$ cat src/rtl/bit_index_streamer_pkg.sv
// rtl/bit_index_streamer_pkg.sv - shared widths and FSM encodings for bit_index_streamer
package bit_index_streamer_pkg;

    localparam int BIS_WIDTH = 32;
    localparam int BIS_IDXW  = 5;
    localparam int BIS_CNTW  = 6;

    typedef enum logic [1:0] {
        S_IDLE = 2'd0,
        S_EMIT = 2'd1,
        S_FIN  = 2'd2
    } state_e;

endpackage

$ cat src/rtl/bit_index_streamer_lsb_priority_enc.sv
// rtl/bit_index_streamer_lsb_priority_enc.sv - lowest-set-bit index with one-hot and zero flags
import bit_index_streamer_pkg::*;

module lsb_priority_enc #(
    parameter int WIDTH = BIS_WIDTH,
    parameter int IDXW  = BIS_IDXW
) (
    input  logic [WIDTH-1:0] shadow,
    output logic [IDXW-1:0]  index,
    output logic             onehot,
    output logic             zero
);

    localparam logic [WIDTH-1:0] ONE = {{(WIDTH-1){1'b0}}, 1'b1};

    // Scan from the top so the lowest set bit is the last assignment to win.
    always_comb begin
        index = '0;
        for (int i = WIDTH - 1; i >= 0; i--) begin
            if (shadow[i]) begin
                index = IDXW'(i);
            end
        end
    end

    assign zero   = ~|shadow;
    assign onehot = !zero && ((shadow & (shadow - ONE)) == '0);

endmodule

$ cat src/rtl/bit_index_streamer.sv
// rtl/bit_index_streamer.sv - expands a word into a stream of set-bit indices, LSB first
import bit_index_streamer_pkg::*;

module bit_index_streamer #(
    parameter int WIDTH = BIS_WIDTH,
    parameter int IDXW  = BIS_IDXW,
    parameter int CNTW  = BIS_CNTW
) (
    input  logic             clk,
    input  logic             rst,
    input  logic             in_valid,
    output logic             in_ready,
    input  logic [WIDTH-1:0] in_word,
    output logic             out_valid,
    input  logic             out_ready,
    output logic [IDXW-1:0]  out_index,
    output logic             out_last,
    output logic             done,
    output logic [CNTW-1:0]  done_count
);

    localparam logic [WIDTH-1:0] ONE = {{(WIDTH-1){1'b0}}, 1'b1};

    state_e            state_q, state_d;
    logic [WIDTH-1:0]  shadow_q, shadow_d;
    logic [CNTW-1:0]   count_q, count_d;
    logic              in_ready_q, in_ready_d;
    logic              out_valid_q, out_valid_d;
    logic              done_q, done_d;
    logic [CNTW-1:0]   done_count_q, done_count_d;

    logic [IDXW-1:0]   enc_index;
    logic              enc_onehot;
    logic              enc_zero;

    lsb_priority_enc #(
        .WIDTH (WIDTH),
        .IDXW  (IDXW)
    ) u_enc (
        .shadow (shadow_q),
        .index  (enc_index),
        .onehot (enc_onehot),
        .zero   (enc_zero)
    );

    always_comb begin
        state_d      = state_q;
        shadow_d     = shadow_q;
        count_d      = count_q;
        in_ready_d   = in_ready_q;
        out_valid_d  = out_valid_q;
        done_d       = 1'b0;
        done_count_d = done_count_q;
        case (state_q)
            S_IDLE: begin
                if (in_valid && in_ready_q) begin
                    shadow_d   = in_word;
                    count_d    = '0;
                    in_ready_d = 1'b0;
                    if (in_word != '0) begin
                        state_d     = S_EMIT;
                        out_valid_d = 1'b1;
                    end else begin
                        state_d      = S_FIN;
                        done_d       = 1'b1;
                        done_count_d = '0;
                    end
                end
            end
            S_EMIT: begin
                if (out_ready && !enc_zero) begin
                    shadow_d = shadow_q & ~(ONE << enc_index);
                    count_d  = count_q + CNTW'(1);
                    // done and its count are registered on the final beat so they appear in FIN.
                    if (enc_onehot) begin
                        state_d      = S_FIN;
                        out_valid_d  = 1'b0;
                        done_d       = 1'b1;
                        done_count_d = count_q + CNTW'(1);
                    end
                end
            end
            S_FIN: begin
                state_d    = S_IDLE;
                in_ready_d = 1'b1;
            end
            default: begin
                state_d     = S_IDLE;
                in_ready_d  = 1'b1;
                out_valid_d = 1'b0;
            end
        endcase
    end

    always_ff @(posedge clk or posedge rst) begin
        if (rst) begin
            state_q      <= S_IDLE;
            shadow_q     <= '0;
            count_q      <= '0;
            in_ready_q   <= 1'b1;
            out_valid_q  <= 1'b0;
            done_q       <= 1'b0;
            done_count_q <= '0;
        end else begin
            state_q      <= state_d;
            shadow_q     <= shadow_d;
            count_q      <= count_d;
            in_ready_q   <= in_ready_d;
            out_valid_q  <= out_valid_d;
            done_q       <= done_d;
            done_count_q <= done_count_d;
        end
    end

    assign in_ready   = in_ready_q;
    assign out_valid  = out_valid_q;
    assign out_index  = enc_index;
    assign out_last   = enc_onehot;
    assign done       = done_q;
    assign done_count = done_count_q;

endmodule

$ cat config.mk
export PLATFORM = sky130hd
export DESIGN_NAME = bit_index_streamer
export DESIGN_NICKNAME = d
export VERILOG_FILES = /design/src/rtl/bit_index_streamer_pkg.sv /design/src/rtl/bit_index_streamer_lsb_priority_enc.sv /design/src/rtl/bit_index_streamer.sv
export SDC_FILE = /design/constraint.sdc
export NUM_CORES = 1
export LEC_CHECK = 0
export ABC_AREA = 1
export ABC_CLOCK_PERIOD_IN_PS = 3000
export CAP_MARGIN = 20
export CORE_ASPECT_RATIO = 1.75
export CORE_MARGIN = 10
export CORE_UTILIZATION = 38
export DETAILED_ROUTE_END_ITERATION = 7
export PLACE_DENSITY = 0.63
export SLEW_MARGIN = 40
export SYNTH_ARGS = -nofsm -noshare
export SYNTH_HDL_FRONTEND = slang
export SYNTH_SLANG_ARGS = --single-unit
$ cat constraint.sdc
create_clock -name clk -period 3 [get_ports clk]
set_input_delay 0.6 -clock clk [delete_from_list [all_inputs] [get_ports clk]]
set_output_delay 0.6 -clock clk [all_outputs]
set_load 0.02 [all_outputs]
==> impl_metrics.json <==
{
  "drtPass1Iterations": 5,
  "slew_headroom_pct": 64.6,
  "fin_setup_tns_ns": -0.284,
  "fmax_mhz": 315,
  "report.power.total_w": 0.00183,
  "crit_required_ns": 2.40,
  "status": "finished, violations left",
  "power-per-cell-area_nw_per_um2": 368,
  "htreeDepth": 2,
  "ant_nets": 0,
  "die_y_um": 144,
  "clock-sinks": 49,
  "period_minus_slack_ns": 3.17,
  "grt_max_degree": 74,
  "grt_pass1_vias": 3784,
  "clock_path_buffers": 2,
  "dpl.hpwl_um": 8320,
  "cts-root-buf": "clkbuf_16",
  "crit_fanout": 5,
  "holdWs_ns": 0.486,
  "vdd_drop_max_uv": 361,
  "reg2regPathDepth": 20,
  "fillers": 834,
  "final_layout_size_suffix_gt1_share_pct": 25.5,
  "drcViolationCount": 0,
  "wl_um": 10500,
  "gr-total-overflow": 0,
  "path_class": "flop to output pin",
  "crit_chain": "nor2_4, nand2_4, nor2_8, nand2_4, nor2_8, nand3_1, o31ai_2, nand2_1, nor3_2, nand3_1, a21oi_2, and3_1, buf_4",
  "final_common_cell": "nand2_1",
  "final.setup_skew_ns": 0.00800,
  "avgViaCountPerCell": 4.96,
  "syn_area_um2": 3350,
  "final_cell_mix": "nand2_1 (132), buf_4 (101), nor2_1 (80)",
  "cts-hold-fix-buffers": 0,
  "synth_warnings": 0,
  "worst_slack_ns": -0.173,
  "layout.cells.non_filler": 761,
  "fin_nets": 680,
  "n_antenna_cell": 0,
  "vias": 3775,
  "rsz0062_at_grt": "true",
  "startpoint_type": "flop",
  "tightest_slew_ns": 0.530,
  "track_usage_pct": 15.9,
  "core_area_um2": 8610,
  "cts.reportedPaths.clkPinSlew_ns": 0.08,
  "die_area_um2": 13100,
  "dp_cells": 746,
  "wl_per_cell_um": 13.8,
  "antenna_found_initial": 0,
  "cp.depth": 13,
  "cp_slowest_cell": "dfrtp_1",
  "synthCells": 499,
  "hp-class": "flop to flop",
  "numCtsBuffers": 5,
  "drtIter0Drc": 149,
  "floorplan.initialDensity_pct": 38.8,
  "drv_cap": 0,
  "syn_avg_cell_area_um2": 6.70,
  "crit_buf_inv": 1,
  "final_util_pct": 57.9,
  "gp_congestion": 0.875,
  "synthToLayoutAreaGrowth_pct": 49.1,
  "rows": 45,
  "cp.arrival_ns": 2.57,
  "die_w_um": 90.9,
  "leakage_nw": 2.44,
  "synth_cell_types": 38,
  "holdPathStages": 1,
  "portBuffers": 50,
  "violations": "setup timing",
  "io_pins": 51,
  "cts_tree": "built",
  "period_share_pct": 106,
  "ys_ff_latch": 49,
  "crit_family": "simple AND/OR/NAND/NOR gates",
  "syn_nets": 536,
  "seq_area_frac_synth_pct": 36.7,
  "end_kind": "output pin",
  "slew_viol_final": 0,
  "insertion_delay_ns": 0.30,
  "finalSetupViolations": 2,
  "hold_violations": 0,
  "grt_pass1_wl_um": 17200,
  "critPathMaxStageDelay_ns": 0.42
}
==> cell type report <==
class | count | area, um^2 | area share [%]
Inverter | 59 | 229 | 4.59
Tap cell | 117 | 146 | 2.93
Sequential cell | 49 | 1230 | 24.6
Multi-Input combinational cell | 372 | 1900 | 38.1
Timing Repair Buffer | 156 | 1330 | 26.6
Clock buffer | 5 | 125 | 2.51
Clock inverter | 3 | 28.8 | 0.577
==> cells in the mapped netlist, drive strengths merged <==
| master | number | share of area, % |
|---|---|---|
| nor3b | 1 | 0.22 |
| ha | 1 | 0.37 |
| buf | 4 | 0.79 |
| nand3 | 23 | 3.4 |
| o31ai | 5 | 1.1 |
| o2111ai | 3 | 0.79 |
| o22ai | 1 | 0.19 |
| nor4 | 10 | 2.2 |
| a311oi | 1 | 0.26 |
| nor3 | 9 | 1.3 |
| or2 | 8 | 1.5 |
| nor2 | 91 | 12 |
| clkbuf | 16 | 1.8 |
| o21ai | 19 | 3.0 |
| a21oi | 18 | 2.7 |
| o21bai | 1 | 0.22 |
| and3 | 1 | 0.19 |
| clkinv | 2 | 0.37 |
| nand2 | 136 | 16 |
| dfstp | 1 | 0.79 |
| a31oi | 33 | 6.2 |
| mux2 | 1 | 0.34 |
| a2bb2oi | 1 | 0.26 |
| a2111oi | 1 | 0.26 |
| nand4 | 6 | 1.1 |
| dfrtp | 48 | 36 |
| a21boi | 1 | 0.22 |
| inv | 57 | 6.4 |
==> through the flow <==
stage	area (um^2)	setup WS (ns)
6_report	4990	-0.173
5_1_grt	4990	-0.345
4_1_cts	4870	-0.202
3_5_place_dp	4690	-0.489
3_3_place_gp	4690	-0.457
2_1_floorplan	3350	0.271
==> where the power goes <==
part,internal (W),switching [W]
Combinational,0.000212,0.000237
Clock,0.000322,0.000289
Sequential,0.000720,0.0000539
Total,0.00125,0.000580
==> kinds of logic (layout without fill, tap and decap cells) <==
group                    Yosys count  count (layout)  synth area share (%)
adder cells (fa/ha/maj)            1               1                 0.374
flip-flops                        49              49                  36.7
AND/OR/NAND/NOR                  285             286                  38.1
multiplexers                       1               1                 0.337
buffers and inverters             79             223                  9.35
AO/OA/AOI/OAI                     84              84                  15.1
==> metal layers <==
| metal | track usage (%) | part of all wire (%) | vias to the layer above |
|---|---|---|---|
| met5 | 0 | 0 | - |
| met4 | 7.46 | 2.8 | 0 |
| met3 | 2.02 | 1.7 | 15 |
| met2 | 31.4 | 57 | 51 |
| met1 | 16.0 | 39 | 1780 |
| li1 | - | - | 1929 |
==> state kept, by name, summed over array words and instances (netlist names) <==
signal,cells
in_ready,1
shadow_q,32
done_count,6
done,1
count_q,6
out_valid,1
state_q,2
==> worst paths after layout <==
path	startpoint	to	slack [ns]
worst max-delay path	shadow_q[1]$_DFFE_PP0P_	out_last	-0.17
worst min register to register	state_q[0]$_DFFE_PP0P_	out_valid$_DFFE_PP0P_	0.49
worst min-delay path	state_q[0]$_DFFE_PP0P_	out_valid$_DFFE_PP0P_	0.49
min in group asynchronous	rst	shadow_q[8]$_DFFE_PP0P_	0.66
worst max register to register	shadow_q[1]$_DFFE_PP0P_	done_count[3]$_DFFE_PP0P_	0.11
max in group asynchronous	rst	in_ready$_DFFE_PP1P_	1.74
==> timing repair <==
action / 4_1_cts / 5_1_grt
cloned: 0 / 1
setup endpoints to repair: 10 / 10
endpoints found under the hold margin: 0 / 0
setup buffers: 0 / 6
pin swaps: 2 / 12
resized for setup: 28 / 21
(Power assumes the default switching activity.)
